--- config.mk ---
export PLATFORM = sky130hd
export DESIGN_NAME = aabb_bound_builder
export DESIGN_NICKNAME = d
export VERILOG_FILES = /design/src/rtl/aabb_bound_builder.sv
export SDC_FILE = /design/constraint.sdc
export NUM_CORES = 1
export LEC_CHECK = 0
export CAP_MARGIN = 20
export CORE_ASPECT_RATIO = 0.8
export CORE_MARGIN = 8
export CORE_UTILIZATION = 50
export DETAILED_ROUTE_END_ITERATION = 8
export DONT_BUFFER_PORTS = 1
export GPL_TIMING_DRIVEN = 0
export PLACE_DENSITY = 0.66
export SKIP_LAST_GASP = 1
export SLEW_MARGIN = 20
export SYNTH_ARGS = -nofsm -noshare
export SYNTH_HDL_FRONTEND = slang
export SYNTH_SLANG_ARGS = --single-unit
--- constraint.sdc ---
create_clock -name clk -period 3.21 [get_ports clk]
set_input_delay 0.321 -clock clk [delete_from_list [all_inputs] [get_ports clk]]
set_output_delay 0.321 -clock clk [all_outputs]
set_load 0.1 [all_outputs]
--- src/rtl/aabb_bound_builder.sv ---
// Folds a stream of signed Fixed3 points into one padded, offset AABB per group.
// Latency: last point accepted in cycle N, box valid in cycle N+2; groups never overlap.
// Backpressure: in_ready low during FIN/OUT; output held stable until out_ready.
// Packing: Fixed3 = {x, y, z} with x in the MSBs; AABB = {Min, Max} with Min in the MSBs.
module aabb_bound_builder #(
  parameter int PAD         = 1,
  parameter int COUNT_WIDTH = 8,
  parameter int FIXED_WIDTH = 16,
  parameter int PI_WIDTH    = 16
) (
  input  logic                     clk,
  input  logic                     reset,
  input  logic                     in_valid,
  output logic                     in_ready,
  input  logic [3*FIXED_WIDTH-1:0] in_point,
  input  logic                     in_last,
  input  logic [PI_WIDTH-1:0]      in_pi,
  input  logic [3*FIXED_WIDTH-1:0] offset,
  output logic                     out_valid,
  input  logic                     out_ready,
  output logic [6*FIXED_WIDTH-1:0] out_aabb,
  output logic [PI_WIDTH-1:0]      out_pi,
  output logic [COUNT_WIDTH-1:0]   out_count
);

  typedef logic signed [FIXED_WIDTH-1:0] fixed_t;
  typedef struct packed {
    fixed_t x;
    fixed_t y;
    fixed_t z;
  } fixed3_t;
  typedef struct packed {
    fixed3_t min_pt;
    fixed3_t max_pt;
  } aabb_t;

  typedef enum logic [1:0] {S_IDLE, S_ACCUM, S_FIN, S_OUT} state_t;

  localparam int W2 = FIXED_WIDTH + 2;
  localparam logic signed [W2-1:0] FMAX_W = W2'((longint'(1) <<< (FIXED_WIDTH - 1)) - 1);
  localparam logic signed [W2-1:0] FMIN_W = ~FMAX_W;
  localparam logic signed [W2-1:0] PAD_W  = W2'(PAD);
  localparam logic [PI_WIDTH-1:0]  NULL_PRIMITIVE_INDEX = '1;

  // Ties keep the existing accumulator value (argument a).
  function automatic fixed_t f_min(fixed_t a, fixed_t b);
    return (b < a) ? b : a;
  endfunction

  function automatic fixed_t f_max(fixed_t a, fixed_t b);
    return (b > a) ? b : a;
  endfunction

  function automatic fixed3_t min3(fixed3_t a, fixed3_t b);
    fixed3_t r;
    r.x = f_min(a.x, b.x);
    r.y = f_min(a.y, b.y);
    r.z = f_min(a.z, b.z);
    return r;
  endfunction

  function automatic fixed3_t max3(fixed3_t a, fixed3_t b);
    fixed3_t r;
    r.x = f_max(a.x, b.x);
    r.y = f_max(a.y, b.y);
    r.z = f_max(a.z, b.z);
    return r;
  endfunction

  // Two guard bits hold any sum of two Fixed values plus the pad before clamping.
  function automatic fixed_t sat_add(fixed_t a, fixed_t o, logic signed [W2-1:0] p);
    logic signed [W2-1:0] s;
    fixed_t r;
    s = W2'(a) + W2'(o) + p;
    if (s > FMAX_W)      r = FMAX_W[FIXED_WIDTH-1:0];
    else if (s < FMIN_W) r = FMIN_W[FIXED_WIDTH-1:0];
    else                 r = s[FIXED_WIDTH-1:0];
    return r;
  endfunction

  function automatic fixed3_t sat_add3(fixed3_t a, fixed3_t o, logic signed [W2-1:0] p);
    fixed3_t r;
    r.x = sat_add(a.x, o.x, p);
    r.y = sat_add(a.y, o.y, p);
    r.z = sat_add(a.z, o.z, p);
    return r;
  endfunction

  state_t                 state_q, state_d;
  fixed3_t                acc_min_q, acc_min_d;
  fixed3_t                acc_max_q, acc_max_d;
  logic [COUNT_WIDTH-1:0] cnt_q, cnt_d;
  logic [PI_WIDTH-1:0]    pi_q, pi_d;
  fixed3_t                off_q, off_d;
  aabb_t                  out_aabb_q, out_aabb_d;
  logic [PI_WIDTH-1:0]    out_pi_q, out_pi_d;
  logic [COUNT_WIDTH-1:0] out_count_q, out_count_d;

  fixed3_t pt;
  fixed3_t off_in;
  logic    in_fire;
  logic    out_fire;

  assign pt       = in_point;
  assign off_in   = offset;
  assign in_fire  = in_valid && in_ready;
  assign out_fire = out_valid && out_ready;

  // State and datapath registers; reset discards any open group.
  always_ff @(posedge clk) begin
    if (reset) begin
      state_q     <= S_IDLE;
      acc_min_q   <= '0;
      acc_max_q   <= '0;
      cnt_q       <= '0;
      pi_q        <= '0;
      off_q       <= '0;
      out_aabb_q  <= '0;
      out_pi_q    <= NULL_PRIMITIVE_INDEX;
      out_count_q <= '0;
    end else begin
      state_q     <= state_d;
      acc_min_q   <= acc_min_d;
      acc_max_q   <= acc_max_d;
      cnt_q       <= cnt_d;
      pi_q        <= pi_d;
      off_q       <= off_d;
      out_aabb_q  <= out_aabb_d;
      out_pi_q    <= out_pi_d;
      out_count_q <= out_count_d;
    end
  end

  // Next-state: accumulate until in_last, one finalise cycle, then hold output.
  always_comb begin
    state_d = state_q;
    unique case (state_q)
      S_IDLE, S_ACCUM: if (in_fire) state_d = in_last ? S_FIN : S_ACCUM;
      S_FIN:           state_d = S_OUT;
      S_OUT:           if (out_fire) state_d = S_IDLE;
      default:         state_d = S_IDLE;
    endcase
  end

  // Datapath: open/fold the group, then pad, offset and clamp into the output registers.
  always_comb begin
    acc_min_d   = acc_min_q;
    acc_max_d   = acc_max_q;
    cnt_d       = cnt_q;
    pi_d        = pi_q;
    off_d       = off_q;
    out_aabb_d  = out_aabb_q;
    out_pi_d    = out_pi_q;
    out_count_d = out_count_q;
    unique case (state_q)
      S_IDLE: begin
        if (in_fire) begin
          acc_min_d = pt;
          acc_max_d = pt;
          cnt_d     = COUNT_WIDTH'(1);
          pi_d      = in_pi;
          off_d     = off_in;
        end
      end
      S_ACCUM: begin
        if (in_fire) begin
          acc_min_d = min3(acc_min_q, pt);
          acc_max_d = max3(acc_max_q, pt);
          cnt_d     = (cnt_q == '1) ? cnt_q : cnt_q + 1'b1;
        end
      end
      S_FIN: begin
        out_aabb_d.min_pt = sat_add3(acc_min_q, off_q, -PAD_W);
        out_aabb_d.max_pt = sat_add3(acc_max_q, off_q, PAD_W);
        out_pi_d          = pi_q;
        out_count_d       = cnt_q;
      end
      default: ;
    endcase
  end

  // Handshake outputs: accept only while a group can be opened or extended.
  always_comb begin
    in_ready  = !reset && ((state_q == S_IDLE) || (state_q == S_ACCUM));
    out_valid = (state_q == S_OUT);
  end

  assign out_aabb  = out_aabb_q;
  assign out_pi    = out_pi_q;
  assign out_count = out_count_q;

endmodule

# ---- After elaboration in Yosys (flattened, before gate mapping)
# Cells that the tools add are included.
dict set report totals {
  out_inout_bits 122
  elab_cells 114
  inputBits 117
  ff_bits 290
}
dict set report op_classes {
  n_addsub 13
  reduce_logical 17
  n_mux 31
  n_lt_le_gt_ge 18
  eq_ne 15
}
# operator n
set op_table {}
lappend op_table {{16-bit 2-to-1 mux} 18}
lappend op_table {{48-bit case mux with 2 select lines} 2}
lappend op_table {{48-bit 2-to-1 mux} 3}
lappend op_table {{18-bit by 16-bit greater-than comparator with 1-bit output, second input constant} 6}
lappend op_table {{18-bit by 16-bit less-than comparator with 1-bit output, second input constant} 6}
lappend op_table {{16-bit by 16-bit adder with 17-bit output} 6}
lappend op_table {{17-bit by 1-bit adder with 18-bit output, second input constant} 3}
lappend op_table {{17-bit by 2-bit adder with 18-bit output, second input constant} 3}
lappend op_table {{16-bit greater-than comparator} 3}
lappend op_table {{16-bit less-than comparator} 3}
lappend op_table {{4-bit AND reduction} 7}
lappend op_table {{8-bit 2-to-1 mux} 3}
lappend op_table {{2-bit inequality test, second input constant} 10}
lappend op_table {{8-bit case mux with 2 select lines} 1}
lappend op_table {{8-bit by 1-bit adder with 8-bit output, second input constant} 1}
lappend op_table {{8-bit == test, second input constant} 1}
lappend op_table {{2-bit 2-to-1 mux} 3}
lappend op_table {{2-bit case mux with 3 select lines} 1}
lappend op_table {{2-bit == test, second input constant} 2}
lappend op_table {{2-bit AND reduction} 2}
lappend op_table {{1-bit logical AND} 3}
lappend op_table {{2-bit by 1-bit == test with 1-bit output, second input constant} 1}
lappend op_table {{2-bit logical NOT} 1}
lappend op_table {{2-bit by 1-bit inequality test with 1-bit output, second input constant} 1}
lappend op_table {{other kinds (4)} 4}

# ---- Logic depth before layout (Yosys ltp)
dict set report depth {
  depth_word 6
  mapped_depth 15
}

# ---- Worst setup path before layout
# No wires, ideal clock.
dict set report synth_path {
  kind {register to register}
  start {reg state_q[1]}
  end {reg acc_min_q[34] in the netlist's numbering}
  t_required_ps 3082
  stages_incl_launch_ff 9
  path_buffers 1
  path_slack_ps -185
  setup_ps 128
  arrival_ps 3267
  path_cell_list {dfxtp_1 -> nor2_1 -> nand2_1 -> a31oi_1 -> o21ai_0 -> a21oi_2 -> buf_2 -> mux2i_1 -> nor2_1}
}
dict set report synth_between {
  elab_chain_cells 6
  word_cells_on_any_way 11
}
# item line
set synth_lines {}
lappend synth_lines {{from (decl)} 89} ;# state_t state_q, state_d;
lappend synth_lines {{from (signal assigned)} 122} ;# state_q <= state_d;
lappend synth_lines {{2-bit by 1-bit == test with 1-bit output / 2-bit logical NOT (equally long branches)} 184} ;# in_ready = !reset && ((state_q == S_IDLE) || (state_q == S_ACCUM));
lappend synth_lines {{1-bit logical OR *} 184}
lappend synth_lines {{1-bit logical AND *} 184}
lappend synth_lines {{net in_ready} 14} ;# output logic in_ready,
lappend synth_lines {{1-bit logical AND *} 106} ;# assign in_fire = in_valid && in_ready;
lappend synth_lines {{2-bit inequality test (no source line)} n/a}
lappend synth_lines {{4-bit AND reduction (no source line) *} n/a}
lappend synth_lines {{to (signal assigned)} 123} ;# acc_min_q <= acc_min_d;
lappend synth_lines {{to (decl)} 90} ;# fixed3_t acc_min_q, acc_min_d;
# The timed path passes the listed nets; every way through them passes the cells marked *.
# A chain may end at the register's enable or synchronous reset.

# ---- Final worst setup path
dict set report layout_path {
  start {reg off_q[33] in the netlist's numbering}
  end {reg out_aabb_q, in the netlist out_aabb[87]}
}
dict set report layout_between {
  elab_chain_cells 5
  word_cells_on_any_way 6
}
# item line
set layout_lines {}
lappend layout_lines {{from (decl)} 94} ;# fixed3_t off_q, off_d;
lappend layout_lines {{from (signal assigned)} 117} ;# off_q <= '0;
lappend layout_lines {{from (signal assigned)} 127} ;# off_q <= off_d;
lappend layout_lines {{16-bit by 16-bit adder with 17-bit output *} 74} ;# s = W2'(a) + W2'(o) + p;
lappend layout_lines {{17-bit by 1-bit adder with 18-bit output *} 74}
lappend layout_lines {{18-bit by 16-bit less-than comparator with 1-bit output} 76} ;# else if (s < FMIN_W) r = FMIN_W[FIXED_WIDTH-1:0];
lappend layout_lines {{16-bit 2-to-1 mux} 76}
lappend layout_lines {{16-bit 2-to-1 mux *} 75} ;# if (s > FMAX_W) r = FMAX_W[FIXED_WIDTH-1:0];
lappend layout_lines {{to (signal assigned)} 128} ;# out_aabb_q <= out_aabb_d;
lappend layout_lines {{to (decl)} 95} ;# aabb_t out_aabb_q, out_aabb_d;
# Mark *: on every way between the ends. The rest lies on a longest branch, timed or not.

==> results.txt <==
Syn_area_per_cell - 8.239 sq um
# rows - 62
Area share of the largest cell type after synthesis - 0.3186
Final WL - 58810 um
Vias per std cell - 5.716
Die ar. - 0.04285 sq mm
P&R area growth vs syn - 21.19%
Port Buffers - 0
WP data arrival - 3.69 ns
Drt first pass iters - 5
Post-synth EDFFs - 0
Die width - 229.5 um
Core Region - 0.03592 sq mm
Post-DP HPWL - 43070 um
Final Hold Viols - 0
Clk buf depth - 3
Seq/Total Area, Yosys - 0.3186
Worst-path fanout max - 7
Area leader, netlist - dfxtp_1
TritonCTS buffer count - 30
Lkg Pwr - 9.591 nW
Antenna Violating Nets Remaining - 0
Die height - 186.8 um
Main synth FF type - dfxtp_1
Synthesized area - 0.01822 sq mm
Worst-margin pin slew - 1.115 ns
Final Setup Violations - 10
Cell Pwr Density - 558.1 mW/mm^2
Count leader, synth - dfxtp_1
Library cells used by synthesis - 84
Worst-path clk slew - 0.07 ns
Fin crit share - 1.009
Min Tclk post-route - 3.238 ns
Synth Register Bits - 290
Syn Nets - 2570
PnR worst setup slack - -0.02816 ns
Number of remaining DRC errors - 0
VDD IR max - 0.4329 mV
CP Launch Type - flip-flop
H-Tree Depth - 1
Initial antenna violation count - 1
F_max - 0.3088 GHz
Gr ovfl total - 0
Violated checks - negative setup slack
Clock Tree Root - clkbuf_16
Synth top area cells - dfxtp_1 32%, ha_1 16%, nand2_1 5.6%
Power Total - 12.33 mW
Worst Hold Class - in2reg
RSZ-0062 raised after global routing - yes
Via count - 16660
Vias in the first global route - 16290
Worst setup EP type - flip-flop
Worst Path Required - 3.66 ns
Max-cap violations - 0
Worst skew pair latency - 0.59 ns
Slew headroom - 0.2553
Final setup TNS - -0.1613 ns
Synth top cells by count - 290 x dfxtp_1, 272 x nand2_1, 271 x inv_1
Initial DRC Count - 1171
Post-layout util - 0.6150
Register Area - 0.005829 sq mm
Initial Util - 0.5074
FILL cells - 3111
Synth Warn # - 0
Layout cells sized above 1 - 0.1077
Clock sink count - 290
Fraction of registers with async set/reset - 0
First-pass GRT wire length - 91290 um
Status - finished, violations left
Io pins - 239
Total GRT Usage - 0.2622
Pins over their slew limit - 0
Mapped Cells - 2212
CTS tree - built
Largest net degree at the start of global routing - 15
Multi-input gate area - 0.01161 sq mm
Kind of critical path - reg2reg
Fin Clk Skew - 0.02117 ns
Per-cell routed wire length - 20.18 um
Routability cong. - 0.9156
Final #Nets - 2769
[metrics by stage]
step / hold WS [ns] / setup slack, ns / cells / instance area, sq um
after CTS: 0.05643 / -0.06977 / 2890 / 21590
final: 0.1010 / -0.02816 / 2914 / 22090
after floorplan: 0.4166 / 0.04535 / 2212 / 18230
after detailed placement: 0.4272 / -0.7514 / 2692 / 18830
after global routing: 0.1150 / -0.1323 / 2914 / 22090
after global placement: 0.4232 / -0.6509 / 2692 / 18830
[cell families (layout without fill, tap and decap cells)]
group	count (synthesis)	count (layout)	synth area share
muxes	68	68	0.03735
buffers and inverters	353	574	0.07662
other	0	1	0
xor gates and xnor gates	67	67	0.03220
and+or+nand+nor	601	601	0.1473
adders and majority gates	241	241	0.1679
AOI/OAI and AO/OA	592	592	0.2200
DFF	290	290	0.3186
[repair_timing]
action	in CTS	in global routing
cloned	3	1
buffers inserted	25	22
resized for setup	89	74
hold endpoints to repair	162	0
hold buffers	116	0
pin swaps	49	41
setup endpoints to repair	187	80
[placed cells by master (no fill, tap or decap), types with 21 or more instances in the layout]
master         count
clkbuf_1          72
nand2_1          271
o211ai_1          25
xnor2_1           41
buf_4             47
nand3_1           33
mux2i_1           66
o31ai_1           43
a21o_1            54
nand2b_1          26
nor3_1            22
o21a_1            24
clkbuf_16         32
nor2_1           147
dlygate4sd3_1    116
dfxtp_1          273
a211oi_1          24
xor2_1            26
a21oi_1          165
a221o_1           26
o21ai_0           92
ha_1             218
inv_1            254
nand4_1           21
[flip-flops by register name, summed over array words and instances (netlist names)]
name	flops
out_aabb	96
acc_max_q	48
acc_min_q	48
off_q	48
out_pi	16
pi_q	16
cnt_q	8
out_count	8
state_q	2
[path summary, 6_finish.rpt]
check        startpoint            to  slack (ns)  cells after the start
max           off_q[33]  out_aabb[87]       -0.03                     15
min               reset  out_aabb[42]        0.10                      3
max reg2reg   off_q[33]  out_aabb[87]       -0.03                     15
min reg2reg   off_q[16]     off_q[16]        0.46                      2
[final cells by class]
class | instances | area share
multi-input combinational | 1569 | 0.5259
sequential | 290 | 0.2639
timing repair buffer | 167 | 0.07172
inverter | 271 | 0.04651
clock buffer | 47 | 0.03965
tap | 480 | 0.02719
buffer | 82 | 0.01875
clock inverter | 7 | 0.006288
antenna | 1 | 0.0001133
[per-layer routing]
metal | vias up | track usage | wire (um)
met1 | 7881 | 0.3382 | 25390
li1 | 8101 | - | -
met3 | 124 | 0.05017 | 4221
met5 | - | 0 | 0
met2 | 550 | 0.4347 | 26940
met4 | 0 | 0.08793 | 2256
[report_power, final]
| group | leakage [nW] | internal, mW | switching, mW |
|---|---|---|---|
| clock | 0.493 | 2.18 | 1.50 |
| sequential | 2.38 | 3.88 | 1.26 |
| combinational | 6.72 | 1.58 | 1.91 |
| total | 9.59 | 7.65 | 4.68 |
[critical path, cell delays in order (launching register included)]
cell and delay, ns:
dfxtp_2 0.36, inv_4 0.07, ha_4 0.26, inv_2 0.04, ha_4 0.15, inv_2 0.05
fa_2 0.22, nor2b_4 0.05, o31a_1 0.33, o41ai_4 0.34, a211oi_4 0.13, buf_4 0.18
a221oi_4 0.32, a21oi_4 0.14, buf_6 0.18, a221o_1 0.29
No activity file was read; power rests on OpenSTA's default activity.
